File: config.mk
export PLATFORM = sky130hd
export DESIGN_NAME = sort_pulse_scheduler_flat
export DESIGN_NICKNAME = d
export VERILOG_FILES = /design/src/rtl/sort_pulse_scheduler_if.sv /design/src/rtl/sort_pulse_scheduler.sv /design/src/flat_wrapper.sv
export SDC_FILE = /design/constraint.sdc
export NUM_CORES = 1
export LEC_CHECK = 0
export BUFFER_PORTS_ARGS = -buffer_cell sky130_fd_sc_hd__buf_2
export CAP_MARGIN = 10
export CORE_ASPECT_RATIO = 1.4
export CORE_MARGIN = 5
export CORE_UTILIZATION = 27
export DETAILED_ROUTE_END_ITERATION = 7
export PLACE_DENSITY_LB_ADDON = 0.1
export SLEW_MARGIN = 20
export SYNTH_ARGS = -nofsm -noshare
export SYNTH_HDL_FRONTEND = slang
export SYNTH_SLANG_ARGS = --single-unit
File: constraint.sdc
create_clock -name adc_clk_i -period 9.53 [get_ports adc_clk_i]
set_input_delay 1.906 -clock adc_clk_i [delete_from_list [all_inputs] [get_ports adc_clk_i]]
set_output_delay 1.906 -clock adc_clk_i [all_outputs]
set_load 0.03 [all_outputs]
File: src/rtl/sort_pulse_scheduler_if.sv
// sort_pulse_scheduler_if: request, configuration and status bundle of the sort pulse scheduler.
interface sort_pulse_scheduler_if #(
    parameter int QSZ = 4,
    parameter int TW  = 32
);
    logic          sort_req_i;
    logic          cfg_enable_i;
    logic          cfg_clear_i;
    logic [TW-1:0] cfg_delay_i;
    logic [TW-1:0] cfg_duration_i;
    logic          sort_trig_o;
    logic [QSZ:0]  q_level_o;
    logic [TW-1:0] fired_cnt_o;
    logic [TW-1:0] dropped_cnt_o;
    logic [TW-1:0] late_cnt_o;
    modport master (
        output sort_req_i, cfg_enable_i, cfg_clear_i, cfg_delay_i, cfg_duration_i,
        input  sort_trig_o, q_level_o, fired_cnt_o, dropped_cnt_o, late_cnt_o
    );
    modport slave (
        input  sort_req_i, cfg_enable_i, cfg_clear_i, cfg_delay_i, cfg_duration_i,
        output sort_trig_o, q_level_o, fired_cnt_o, dropped_cnt_o, late_cnt_o
    );
endinterface

File: src/rtl/sort_pulse_scheduler.sv
// sort_pulse_scheduler: queues timestamped sort requests and fires delayed trigger pulses.
// Define SORT_SCHED_MERGE_EN to extend a running pulse with heads that fall due during it.
module sort_pulse_scheduler #(
    parameter int QSZ = 4,
    parameter int TW  = 32
) (
    input  logic                 adc_clk_i,
    input  logic                 adc_rstn_i,
    sort_pulse_scheduler_if.slave bus
);
    typedef enum logic [1:0] {IDLE, PULSE, GAP} state_t;
    state_t         state_q, state_d;
    logic [TW-1:0]  ts_q, cnt_q, cnt_d;
    logic [TW-1:0]  fired_q, fired_d, dropped_q, dropped_d, late_q, late_d;
    logic [QSZ-1:0] wr_q, wr_d, rd_q, rd_d;
    logic [QSZ:0]   lvl_q, lvl_d;
    logic           trig_q;
    logic [TW-1:0]  mem_q [2**QSZ];
    logic [TW-1:0]  age;
    logic           head_due, pop, late, push, accept, flush;

    function automatic logic [TW-1:0] sat_inc(input logic [TW-1:0] v, input logic en);
        return (en && v != '1) ? v + TW'(1) : v;
    endfunction

    // signed age keeps the due test correct across timestamp wrap
    assign age      = ts_q - mem_q[rd_q];
    assign head_due = (lvl_q != '0) && !age[TW-1];
    assign flush    = bus.cfg_clear_i || !bus.cfg_enable_i;
    assign push     = bus.sort_req_i && !flush;
    assign accept   = push && (!lvl_q[QSZ] || pop);

    always_comb begin
        state_d = state_q;
        cnt_d   = cnt_q;
        pop     = 1'b0;
        late    = 1'b0;
        case (state_q)
            IDLE, GAP: begin
                state_d = IDLE;
                if (head_due) begin
                    pop     = 1'b1;
                    late    = state_q == GAP;
                    state_d = bus.cfg_duration_i != '0 ? PULSE : IDLE;
                    cnt_d   = bus.cfg_duration_i;
                end
            end
            default: begin
`ifdef SORT_SCHED_MERGE_EN
                if (head_due) begin
                    pop   = 1'b1;
                    late  = 1'b1;
                    cnt_d = bus.cfg_duration_i;
                end else
`endif
                if (cnt_q <= TW'(1)) state_d = GAP;
                else cnt_d = cnt_q - TW'(1);
            end
        endcase
        wr_d      = flush ? '0 : wr_q + QSZ'(accept);
        rd_d      = flush ? '0 : rd_q + QSZ'(pop);
        lvl_d     = flush ? '0 : lvl_q + (QSZ+1)'(accept) - (QSZ+1)'(pop);
        fired_d   = bus.cfg_clear_i ? '0 : sat_inc(fired_q, pop && !flush);
        late_d    = bus.cfg_clear_i ? '0 : sat_inc(late_q, late && !flush);
        dropped_d = bus.cfg_clear_i ? '0 : sat_inc(dropped_q, push && !accept);
        if (flush) begin
            state_d = IDLE;
            cnt_d   = '0;
        end
    end

    always_ff @(posedge adc_clk_i or negedge adc_rstn_i) begin
        if (!adc_rstn_i) begin
            state_q   <= IDLE;
            cnt_q     <= '0;
            ts_q      <= '0;
            wr_q      <= '0;
            rd_q      <= '0;
            lvl_q     <= '0;
            fired_q   <= '0;
            dropped_q <= '0;
            late_q    <= '0;
            trig_q    <= 1'b0;
        end else begin
            state_q   <= state_d;
            cnt_q     <= cnt_d;
            ts_q      <= ts_q + TW'(1);
            wr_q      <= wr_d;
            rd_q      <= rd_d;
            lvl_q     <= lvl_d;
            fired_q   <= fired_d;
            dropped_q <= dropped_d;
            late_q    <= late_d;
            trig_q    <= state_d == PULSE;
        end
    end

    always_ff @(posedge adc_clk_i) begin
        if (accept) mem_q[wr_q] <= ts_q + bus.cfg_delay_i;
    end

    assign bus.sort_trig_o   = trig_q;
    assign bus.q_level_o     = lvl_q;
    assign bus.fired_cnt_o   = fired_q;
    assign bus.dropped_cnt_o = dropped_q;
    assign bus.late_cnt_o    = late_q;
endmodule
File: src/flat_wrapper.sv
// flat-port wrapper written by rule: the top's interface ports become plain ports
module sort_pulse_scheduler_flat 
#(
    parameter int QSZ = 4,
    parameter int TW  = 32
)
  (adc_clk_i, adc_rstn_i, bus_sort_req_i, bus_cfg_enable_i, bus_cfg_clear_i, bus_cfg_delay_i, bus_cfg_duration_i, bus_sort_trig_o, bus_q_level_o, bus_fired_cnt_o, bus_dropped_cnt_o, bus_late_cnt_o);
  sort_pulse_scheduler_if #(.QSZ(QSZ), .TW(TW)) bus_i ();
  input  logic adc_clk_i;
  input  logic adc_rstn_i;
  input wire logic [$bits(bus_i.sort_req_i)-1:0] bus_sort_req_i;
  input wire logic [$bits(bus_i.cfg_enable_i)-1:0] bus_cfg_enable_i;
  input wire logic [$bits(bus_i.cfg_clear_i)-1:0] bus_cfg_clear_i;
  input wire logic [$bits(bus_i.cfg_delay_i)-1:0] bus_cfg_delay_i;
  input wire logic [$bits(bus_i.cfg_duration_i)-1:0] bus_cfg_duration_i;
  output wire logic [$bits(bus_i.sort_trig_o)-1:0] bus_sort_trig_o;
  output wire logic [$bits(bus_i.q_level_o)-1:0] bus_q_level_o;
  output wire logic [$bits(bus_i.fired_cnt_o)-1:0] bus_fired_cnt_o;
  output wire logic [$bits(bus_i.dropped_cnt_o)-1:0] bus_dropped_cnt_o;
  output wire logic [$bits(bus_i.late_cnt_o)-1:0] bus_late_cnt_o;
  assign bus_i.sort_req_i = bus_sort_req_i;
  assign bus_i.cfg_enable_i = bus_cfg_enable_i;
  assign bus_i.cfg_clear_i = bus_cfg_clear_i;
  assign bus_i.cfg_delay_i = bus_cfg_delay_i;
  assign bus_i.cfg_duration_i = bus_cfg_duration_i;
  assign bus_sort_trig_o = bus_i.sort_trig_o;
  assign bus_q_level_o = bus_i.q_level_o;
  assign bus_fired_cnt_o = bus_i.fired_cnt_o;
  assign bus_dropped_cnt_o = bus_i.dropped_cnt_o;
  assign bus_late_cnt_o = bus_i.late_cnt_o;
  sort_pulse_scheduler #(.QSZ(QSZ), .TW(TW)) u_core (.adc_clk_i(adc_clk_i), .adc_rstn_i(adc_rstn_i), .bus(bus_i));
endmodule
## After elaboration in Yosys (flattened, before gate mapping)

Memories as Yosys holds them, arrays and structs flattened.
Cells that the tools add are included.

- RAM bits: 512
- Memories: 1
- Word-level logic and storage cells: 78
- Bits of input ports: 69
- Register bits after elaboration: 176

Memories:

| memory | words | width | rd ports | clocked after Yosys merged registers in | wr ports | line | text |
|---|---|---|---|---|---|---|---|
| u_core.mem_q | 16 | 32 | 1 | 0 | 1 | sort_pulse_scheduler.sv:18 | `logic [TW-1:0] mem_q [2**QSZ];` |

- Magnitude comparators: 1
- Equal/unequal tests: 7
- Reduce and logical (&&, ||, !) cells: 24
- Multiplexer cells: 24
- $add $sub $neg: 11

Operators with widths:

| operator | number |
|---|---|
| $mux W32 | 10 |
| $add A32 B1 Y32 const B | 4 |
| $ne A32 B32 Y1 const B | 3 |
| $add A32 B32 Y32 | 1 |
| $le A32 B1 Y1 const B | 1 |
| $reduce_bool A32 Y1 | 1 |
| $sub A32 B1 Y32 const B | 1 |
| $sub A32 B32 Y32 | 1 |
| $logic_and A1 B1 Y1 | 9 |
| $add A4 B1 Y4 | 2 |
| $mux W2 | 4 |
| $mux W4 | 2 |
| $mux W1 | 7 |
| $reduce_bool A2 Y1 | 3 |
| $add A5 B1 Y5 | 1 |
| $logic_not A1 Y1 | 5 |
| $mux W5 | 1 |
| $reduce_bool A5 Y1 | 1 |
| $sub A5 B1 Y5 | 1 |
| $ne A3 B1 Y1 const B | 1 |
| $ne A3 B2 Y1 const B | 1 |
| $eq A2 B1 Y1 const B | 1 |
| $eq A2 B2 Y1 const B | 1 |
| $logic_not A2 Y1 | 1 |
| 3 further kinds | 4 |

## Logic depth before layout (Yosys ltp)

Gate-level depths: netlist of run 1.
An unclocked memory read counts as a cell.

- Depth in word-level cells: 13
- Gate-level depth with buffers: 26
- Gate-level depth less buffers: 22

## Least setup slack after synthesis of run 1

OpenSTA, ideal clock, no wires.

- Path kind: register to register
- Start: register u_core.rd_q[0]
- End: memory u_core.mem_q[4][0] (enable)
- Data arrival time: 7.548 ns
- Cell stages (with the launch flop): 17
- Buffers on the path: 4
- Clock period less this slack: 8.049 ns
- Library setup time: 0.501 ns
- Slack: 1.481 ns
- Data required time: 9.029 ns
- Cells stage by stage: dfrtp_1 > buf_4 > clkbuf_1 > buf_1 > mux4_2 > mux4_2 > inv_1 > ha_1 > a211oi_1 > nor2_1 > a2111oi_0 > o211ai_1 > o21a_1 > o31a_1 > a31o_2 > clkbuf_1 > nor4_1

- Word-level cells in the longest chain between the ends: 10

RTL lines:

| item | line | text |
|---|---|---|
| from (decl) | sort_pulse_scheduler.sv:15 | `logic [QSZ-1:0] wr_q, wr_d, rd_q, rd_d;` |
| from (signal assigned) | sort_pulse_scheduler.sv:89 | `rd_q <= rd_d;` |
| $mem_v2 Z16 W32 | -- |  |
| $sub A32 B32 Y32 | sort_pulse_scheduler.sv:27 | `assign age = ts_q - mem_q[rd_q];` |
| $logic_not A1 Y1 | sort_pulse_scheduler.sv:28 | `assign head_due = (lvl_q != '0) && !age[TW-1];` |
| $logic_and A1 B1 Y1 | sort_pulse_scheduler.sv:28 |  |
| $mux W1 | sort_pulse_scheduler.sv:41 | `if (head_due) begin` |
| $mux W1 | sort_pulse_scheduler.sv:38 | `case (state_q)` |
| $logic_or A1 B1 Y1 | sort_pulse_scheduler.sv:31 | `assign accept = push && (!lvl_q[QSZ] \|\| pop);` |
| $logic_and A1 B1 Y1 | sort_pulse_scheduler.sv:31 |  |
| $mux W1 | sort_pulse_scheduler.sv:99 | `if (accept) mem_q[wr_q] <= ts_q + bus.cfg_delay_i;` |
| $mux W1 (not written as such) | sort_pulse_scheduler.sv:99 |  |
| to (decl) | sort_pulse_scheduler.sv:18 |  |

Every way passes these cells.

## Final worst setup path of run 1

- Start: register u_core.rd_q[0]
- End: register u_core.lvl_q[4] (netlist: u_core.bus.q_level_o[4])

- Word-level cells in the longest chain between the ends: 11

RTL lines:

| item | line | text |
|---|---|---|
| $mem_v2 Z16 W32 (*) | -- |  |
| $sub A32 B32 Y32 (*) | sort_pulse_scheduler.sv:27 |  |
| $logic_not A1 Y1 (*) | sort_pulse_scheduler.sv:28 |  |
| $logic_and A1 B1 Y1 (*) | sort_pulse_scheduler.sv:28 |  |
| $mux W1 (*) | sort_pulse_scheduler.sv:41 |  |
| $mux W1 (*) | sort_pulse_scheduler.sv:38 |  |
| $logic_or A1 B1 Y1 | sort_pulse_scheduler.sv:31 |  |
| $logic_and A1 B1 Y1 | sort_pulse_scheduler.sv:31 |  |
| $add A5 B1 Y5 | sort_pulse_scheduler.sv:62 | `lvl_d = flush ? '0 : lvl_q + (QSZ+1)'(accept) - (QSZ+1)'(pop);` |
| $sub A5 B1 Y5 (*) | sort_pulse_scheduler.sv:62 |  |
| $mux W5 (*) | sort_pulse_scheduler.sv:62 |  |
| net u_core.lvl_d[4] | sort_pulse_scheduler.sv:16 | `logic [QSZ:0] lvl_q, lvl_d;` |
| to (signal assigned) | sort_pulse_scheduler.sv:90 | `lvl_q <= lvl_d;` |
| to (decl) | sort_pulse_scheduler.sv:16 |  |

The timed path passes the listed nets; every way through them passes the cells marked *.
A chain may end at the register's enable or synchronous reset.

==> impl_metrics.json, run 1 <==
{
  "power_frac_comb_pct": 17.6,
  "dpl.hpwl_um": 60080,
  "cts-resized-gates": 0,
  "skew_ps": 33.09,
  "yosys-top-cells-area": "edfxtp_1 49%, dfrtp_1 14%, mux4_2 11%",
  "cp_cell_sequence": "buf_12 -> mux4_2 -> mux4_2 -> inv_1 -> ha_1 -> and4_1 -> a2111oi_0 -> o211ai_1 -> o21ai_0 -> a21oi_2 -> nor2_2 -> inv_1 -> nand2b_1 -> nand2_1 -> ha_1 -> inv_1 -> fa_1 -> inv_1 -> a21oi_1 -> nor2_1 -> or3_1 -> a21oi_1",
  "syn_nets": 2314,
  "fin_ws_ps": 2230,
  "overflow": 0,
  "vdd_drop_max_uv": 118.2,
  "yosysSeqAreaShare_pct": 63.03,
  "antenna_left": 0,
  "grt_start_max_net_pins": 109,
  "min_to": "u_core.cnt_q[30]",
  "cp.depth": 22,
  "rows": 148,
  "die_h_um": 413.4,
  "antennaDiodeCount": 0,
  "gp_congestion": 0.7760,
  "ys_types": 69,
  "maxCapViolations": 0,
  "critPathTopFamily": "compound AO/OA/AOI/OAI gates",
  "fin_crit_sh_pct": 76.60,
  "cts_buffers": 76,
  "clock_sinks": 688,
  "worstMarginPinSlew_ps": 1082,
  "die_area_um2": 123200,
  "timing_hold_violations_final": 0,
  "grt_pass1_wl_um": 140400,
  "nNetsFinal": 2522,
  "yosysTopAreaCellShare_pct": 48.99,
  "setup_violations": 0,
  "drive_gt1_share_pct": 24.21,
  "synth-seq-cells": 688,
  "hold_path_class": "register to register",
  "rsz0062_at_grt": "no",
  "drv_slew": 0,
  "hold_path_startpoint": "u_core.cnt_q[30]",
  "placed_area_um2": 34330,
  "start_util_pct": 27.07,
  "clock_path_buffers": 3,
  "htreeDepth": 3,
  "cts.clk_slew.worst_paths_ps": 60,
  "clk_latency_ps": 670,
  "syn_area_per_cell_um2": 14.48,
  "grt_pass1_vias": 20530,
  "core_um2": 115900,
  "drcViolationCount": 0,
  "cts_tree": "done",
  "cts-root-buf": "clkbuf_16",
  "crit_path_max_incr_delay_ps": 910,
  "p_leak_nw": 13.29,
  "wire_per_inst_um": 24.29,
  "port_buffers": 170,
  "worstReg2RegStart": "u_core.rd_q[0]",
  "fmaxAchievable_ghz": 0.1370,
  "slowest_stage": "dfrtp_4",
  "place_ws_ps": 2148,
  "viasPerCell": 5.011,
  "synth_edf_count": 512,
  "yosysMostFrequentCell": "edfxtp_1",
  "vias": 19730,
  "cts_setup_buffers": 0,
  "crit_buf_inv": 5,
  "finalSetupTns_ps": 0,
  "worstReg2RegEnd": "u_core.bus.q_level_o[4]",
  "worstSetupPathType": "register to register",
  "required_ps": 10110,
  "yosys_warnings": 0,
  "cts.hold.buffers_added": 0,
  "min_period_ps": 7300,
  "power_frac_clock_pct": 37.8,
  "power.density_nw_per_um2": 206.2,
  "yosys-top-cells-count": "512 x edfxtp_1, 176 x dfrtp_1, 159 x mux4_2, 149 x nor2_1, 114 x nand2_1",
  "wl_um": 95640,
  "synth_area_um2": 31380,
  "critPathCaptureType": "register",
  "synthArstFlopShare_pct": 25.58,
  "netSwitchingPower_mw": 2.139,
  "grt_usage_pct": 15.33,
  "fin_util_pct": 31.79,
  "syn_inst": 2167,
  "worstPathArrival_ps": 7880,
  "die_x_um": 298.1,
  "yosys.area.top_type": "edfxtp_1",
  "drt-initial-drc-count": 1209,
  "boundaryPins": 171,
  "synthFlopType": "edfxtp_1",
  "area_growth_pct": 17.41,
  "path_common_cell": "inv_1",
  "drtPass1Iterations": 5,
  "startpoint_type": "register",
  "final_cell_area_um2": 36850,
  "p_seq_share_pct": 44.6,
  "relSlewSlack_pct": 26.82,
  "status": "finished clean",
  "worst-path-max-fanout": 35,
  "r2r_setup_slack_ps": 2230,
  "reg2regPathDepth": 22,
  "internal_power_mw": 5.458,
  "p_sw_share_pct": 28.15,
  "antenna_found_initial": 3,
  "hold_depth": 2
}
[metrics by stage]
step,power (mW),hold slack [ps],cells
after global placement,4.796,500.4,3794
final,7.597,507.0,3937
after CTS,7.737,515.6,3934
after detailed placement,4.810,501.7,3794
after global routing,7.992,561.0,3937
after floorplan,4.373,470.7,2167
[worst max path at each step]
stage,startpoint,end,slack [ps]
finish,u_core.rd_q[0],u_core.bus.q_level_o[4],2230
detailed placement,u_core.rd_q[0],u_core.bus.q_level_o[4],2150
floorplan,u_core.rd_q[0],u_core.mem_q[4][0],1480
global placement,u_core.rd_q[0],u_core.bus.q_level_o[4],2130
global route,u_core.rd_q[0],u_core.bus.q_level_o[4],1770
CTS,u_core.rd_q[0],u_core.bus.q_level_o[4],2140
[metal layers]
layer | up-vias | track usage [%] | share of wire (%)
met3 | 134 | 2.678 | 4.3
met4 | 2 | 4.683 | 2.7
met2 | 458 | 27.07 | 51
met5 | - | 0 | 0.0073
met1 | 10280 | 19.26 | 42
li1 | 8852 | - | -
[cell families after synthesis]
group / count (synthesis) / synth area share, %
fa+ha+maj: 78 / 3.158
xor+xnor: 68 / 1.922
simple gates: 665 / 11.03
buf+inv: 173 / 2.105
compound gates: 287 / 5.630
mux: 208 / 13.13
flops: 688 / 63.03
[state kept, by name (all words and copies together), names as in the netlist, 5 cells and up]
name / flops
u_core.bus.dropped_cnt_o: 32
u_core.mem_q: 512
u_core.ts_q: 32
u_core.bus.q_level_o: 5
u_core.cnt_q: 32
u_core.bus.fired_cnt_o: 32
u_core.bus.late_cnt_o: 32
[worst reg2reg max path: stages (launching register included)]
cell and delay, ps:
dfrtp_4 910, buf_12 350, mux4_2 610, mux4_2 520
inv_1 90, ha_1 250, and4_1 220, a2111oi_0 820
o211ai_1 290, o21ai_0 570, a21oi_2 280, nor2_2 770
inv_1 140, nand2b_1 150, nand2_1 70, ha_1 190
inv_1 70, fa_1 210, inv_1 50, a21oi_1 120
nor2_1 60, or3_1 340, a21oi_1 150
[area by class of cell]
type / count / area [um2]
clock inverters: 41 / 352.8
fillers: 11460 / 79070
well taps: 1500 / 1877
repair buffers: 221 / 1290
inverters: 82 / 307.8
multi-input cells: 1306 / 11200
clock buffers: 99 / 2028
flip-flops and latches: 688 / 19790
[power groups by stage]
stage                     Sequential [mW]  Combinational [mW]  Clock, mW
after floorplan                      3.41               0.961          0
after global placement               3.46                1.34          0
after detailed placement             3.46                1.35          0
after CTS                            3.40                1.36       2.98
after global routing                 3.41                1.47       3.11
final                                3.39                1.33       2.87
[placed cells by master, fill, tap and decap left out, types with 10 or more instances in the layout]
cell type and count:
edfxtp_1 512, dfrtp_1 172, buf_2 168, mux4_2 159, nor2_1 141, nand2_1 114
a21oi_1 91, o21ai_0 83, inv_1 82, ha_1 76, clkbuf_16 76, nand3_1 65
nor2b_1 51, nor3_1 49, buf_4 47, nand4_1 42, mux2_2 39, nor4_1 37
xnor2_1 30, or3_1 27, or4_1 26, and3_1 22, xor2_1 19, clkbuf_1 19
a21o_1 15, and4_1 14, and2_1 14, xnor2_2 13, nand2b_1 13, clkinv_2 13
clkinv_1 13, o211ai_1 12, mux2i_1 10, o31ai_1 10
Note: power is estimated with default switching activity, not from simulation.
==> run 2: changes to the inputs <==
--- a/config.mk
+++ b/config.mk
@@ -5,6 +5,7 @@
 export SDC_FILE = /design/constraint.sdc
 export NUM_CORES = 1
 export LEC_CHECK = 0
+export ABC_AREA = 1
 export BUFFER_PORTS_ARGS = -buffer_cell sky130_fd_sc_hd__buf_2
 export CAP_MARGIN = 10
 export CORE_ASPECT_RATIO = 1.4
==> constraint.sdc (replaced) <==
create_clock -name adc_clk_i -period 7.6 [get_ports adc_clk_i]
set_input_delay 1.52 -clock adc_clk_i [delete_from_list [all_inputs] [get_ports adc_clk_i]]
set_output_delay 1.52 -clock adc_clk_i [all_outputs]
set_load 0.03 [all_outputs]
==> impl_metrics.json, run 2 <==
{
  "slowest_stage": "dfrtp_4",
  "cts_setup_buffers": 0,
  "yosys.area.top_type": "edfxtp_1",
  "core_um2": 122700,
  "yosys-top-cells-area": "edfxtp_1 46%, dfrtp_1 13%, nand2_1 5.6%",
  "largest_reg_flops": 512,
  "worstSetupPathType": "register to register",
  "yosysMostFrequentCell": "edfxtp_1",
  "min_period_ps": 6002,
  "synthArstFlopShare_pct": 25.58,
  "grtUsageMet3_pct": 2.744,
  "grt_usage_pct": 17.24,
  "rows": 152,
  "critPathCaptureType": "register",
  "yosysSeqAreaShare_pct": 59.24,
  "yosys-top-cells-count": "512 x edfxtp_1, 499 x nand2_1, 468 x nor2_1, 317 x o21ai_0, 248 x inv_1",
  "syn_area_per_cell_um2": 10.02,
  "cts_tree": "done",
  "setup_violations": 0,
  "htreeDepth": 3,
  "die_h_um": 426.1,
  "mostFrequentLayoutCells": "512 x edfxtp_1, 499 x nand2_1, 467 x nor2_1",
  "maxCapViolations": 0,
  "synth_area_um2": 33390,
  "area_growth_pct": 16.35,
  "rsz0062_at_grt": "no",
  "drive_gt1_share_pct": 11.01,
  "p_sw_share_pct": 27.29,
  "fin_util_pct": 31.67,
  "die_area_um2": 130900,
  "overflow": 0,
  "cts.hold.buffers_added": 0,
  "antenna_found_initial": 1,
  "port_buffers": 170,
  "final_common_cell": "edfxtp_1",
  "clock_sinks": 688,
  "nNetsFinal": 3623,
  "clk_latency_ps": 660,
  "timing_hold_violations_final": 0,
  "synthFlopType": "edfxtp_1",
  "synth_edf_count": 512,
  "power_frac_clock_pct": 41.9,
  "drtPass1Iterations": 5,
  "largest-register": "u_core.mem_q",
  "busiest_layer": "met2",
  "internal_power_mw": 6.621,
  "grt_start_max_net_pins": 121,
  "status": "finished clean",
  "cts_buffers": 75,
  "drt-initial-drc-count": 1454,
  "skew_ps": 35.71,
  "boundaryPins": 171,
  "clock_path_buffers": 3,
  "startpoint_type": "register",
  "crit_buf_inv": 6,
  "grt_pass1_vias": 26070,
  "crit_path_max_incr_delay_ps": 770,
  "vdd_drop_max_uv": 161.4,
  "drcViolationCount": 0,
  "gr-usage-met1_pct": 20.04,
  "syn_nets": 3480,
  "worstMarginPinSlew_ps": 1084,
  "hold_path_class": "register to register",
  "vias": 25020,
  "p_seq_share_pct": 45.6,
  "die_x_um": 307.2,
  "viasPerCell": 4.857,
  "fin_crit_sh_pct": 78.97,
  "grtUsageMet2_pct": 32.12,
  "start_util_pct": 27.22,
  "gp_congestion": 0.8134,
  "worstPathArrival_ps": 6500,
  "yosysTopAreaCellShare_pct": 46.05,
  "worst-path-max-fanout": 68,
  "drv_slew": 0,
  "wl_um": 115100,
  "dpl.hpwl_um": 72440,
  "finalSetupTns_ps": 0,
  "cts-root-buf": "clkbuf_16",
  "critPathTopFamily": "buffers and inverters",
  "relSlewSlack_pct": 27.10,
  "wire_per_inst_um": 22.35,
  "cts.clk_slew.worst_paths_ps": 60,
  "synth-seq-cells": 688,
  "grt_pass1_wl_um": 170900,
  "netSwitchingPower_mw": 2.485,
  "post-place-cells": 5016,
  "fmaxAchievable_ghz": 0.1666,
  "final_cells": 5152,
  "required_ps": 8100,
  "syn_inst": 3333,
  "cts-resized-gates": 0,
  "power_frac_comb_pct": 12.5,
  "p_leak_nw": 15.22,
  "power.density_nw_per_um2": 234.4,
  "yosys_warnings": 0,
  "ys_types": 54,
  "antenna_left": 0
}
[run 2: final timing paths]
kind | endpoint | startpoint | slack (ps) | depth (start not counted)
max | u_core.bus.q_level_o[4] | u_core.rd_q[1] | 1600 | 28
min | u_core.cnt_q[11] | u_core.cnt_q[11] | 540 | 2
max reg2reg | u_core.bus.q_level_o[4] | u_core.rd_q[1] | 1600 | 28
min reg2reg | u_core.cnt_q[11] | u_core.cnt_q[11] | 540 | 2
max in group asynchronous | u_core.ts_q[9] | adc_rstn_i | 5490 | 2
min in group asynchronous | u_core.bus.late_cnt_o[2] | adc_rstn_i | 860 | 1
[run 2: power by group through the flow]
stage | registers, mW | clock network [mW] | logic [mW]
after floorplan | 4.23 | 0 | 0.751
after global placement | 4.23 | 0 | 1.18
after detailed placement | 4.23 | 0 | 1.17
after CTS | 4.15 | 3.94 | 1.17
after global routing | 4.16 | 4.09 | 1.30
final | 4.15 | 3.81 | 1.14
[run 2: final cells by class]
class	instances	area, um2
Sequential cell	688	19790
Clock buffer	102	2048
Multi-Input combinational cell	2225	12150
Tap cell	1617	2023
Clock inverter	33	470.5
Antenna cell	1	2.502
Timing Repair Buffer	232	1400
Inverter	254	965.9
Fill cell	12850	83820
[run 2: cells by family (layout without fill, tap and decap cells)]
kind of cell / Yosys count / in the layout / share of synthesized area (%)
AOI/OAI and AO/OA: 594 / 594 / 10.62
xor gates and xnor gates: 155 / 155 / 4.066
adders and majority gates: 78 / 78 / 2.968
buffers and inverters: 420 / 621 / 4.995
DFF: 688 / 688 / 59.24
other: 0 / 1 / 0
and+or+nand+nor: 1398 / 1398 / 18.12
[run 2: tightest hold or removal path, stage by stage (launching register included)]
cell     delay (ps)
dfrtp_1         390
nand2_1          70
nand2_1          50
[run 2: metal layers]
| metal | up-vias | wire (um) |
|---|---|---|
| li1 | 12010 | - |
| met4 | 0 | 3348 |
| met2 | 444 | 60740 |
| met5 | - | 0 |
| met3 | 139 | 4466 |
| met1 | 12430 | 46570 |
[run 2: through the flow]
stage | hold slack [ps] | setup slack [ps] | total power, mW | instance area (um2)
after floorplan | 453.9 | 1298 | 4.981 | 33390
after global placement | 520.1 | 1594 | 5.406 | 36290
after detailed placement | 525.6 | 1546 | 5.394 | 36310
after CTS | 540.8 | 1535 | 9.263 | 38830
after global routing | 573.8 | 1108 | 9.541 | 38840
final | 538.0 | 1598 | 9.106 | 38850
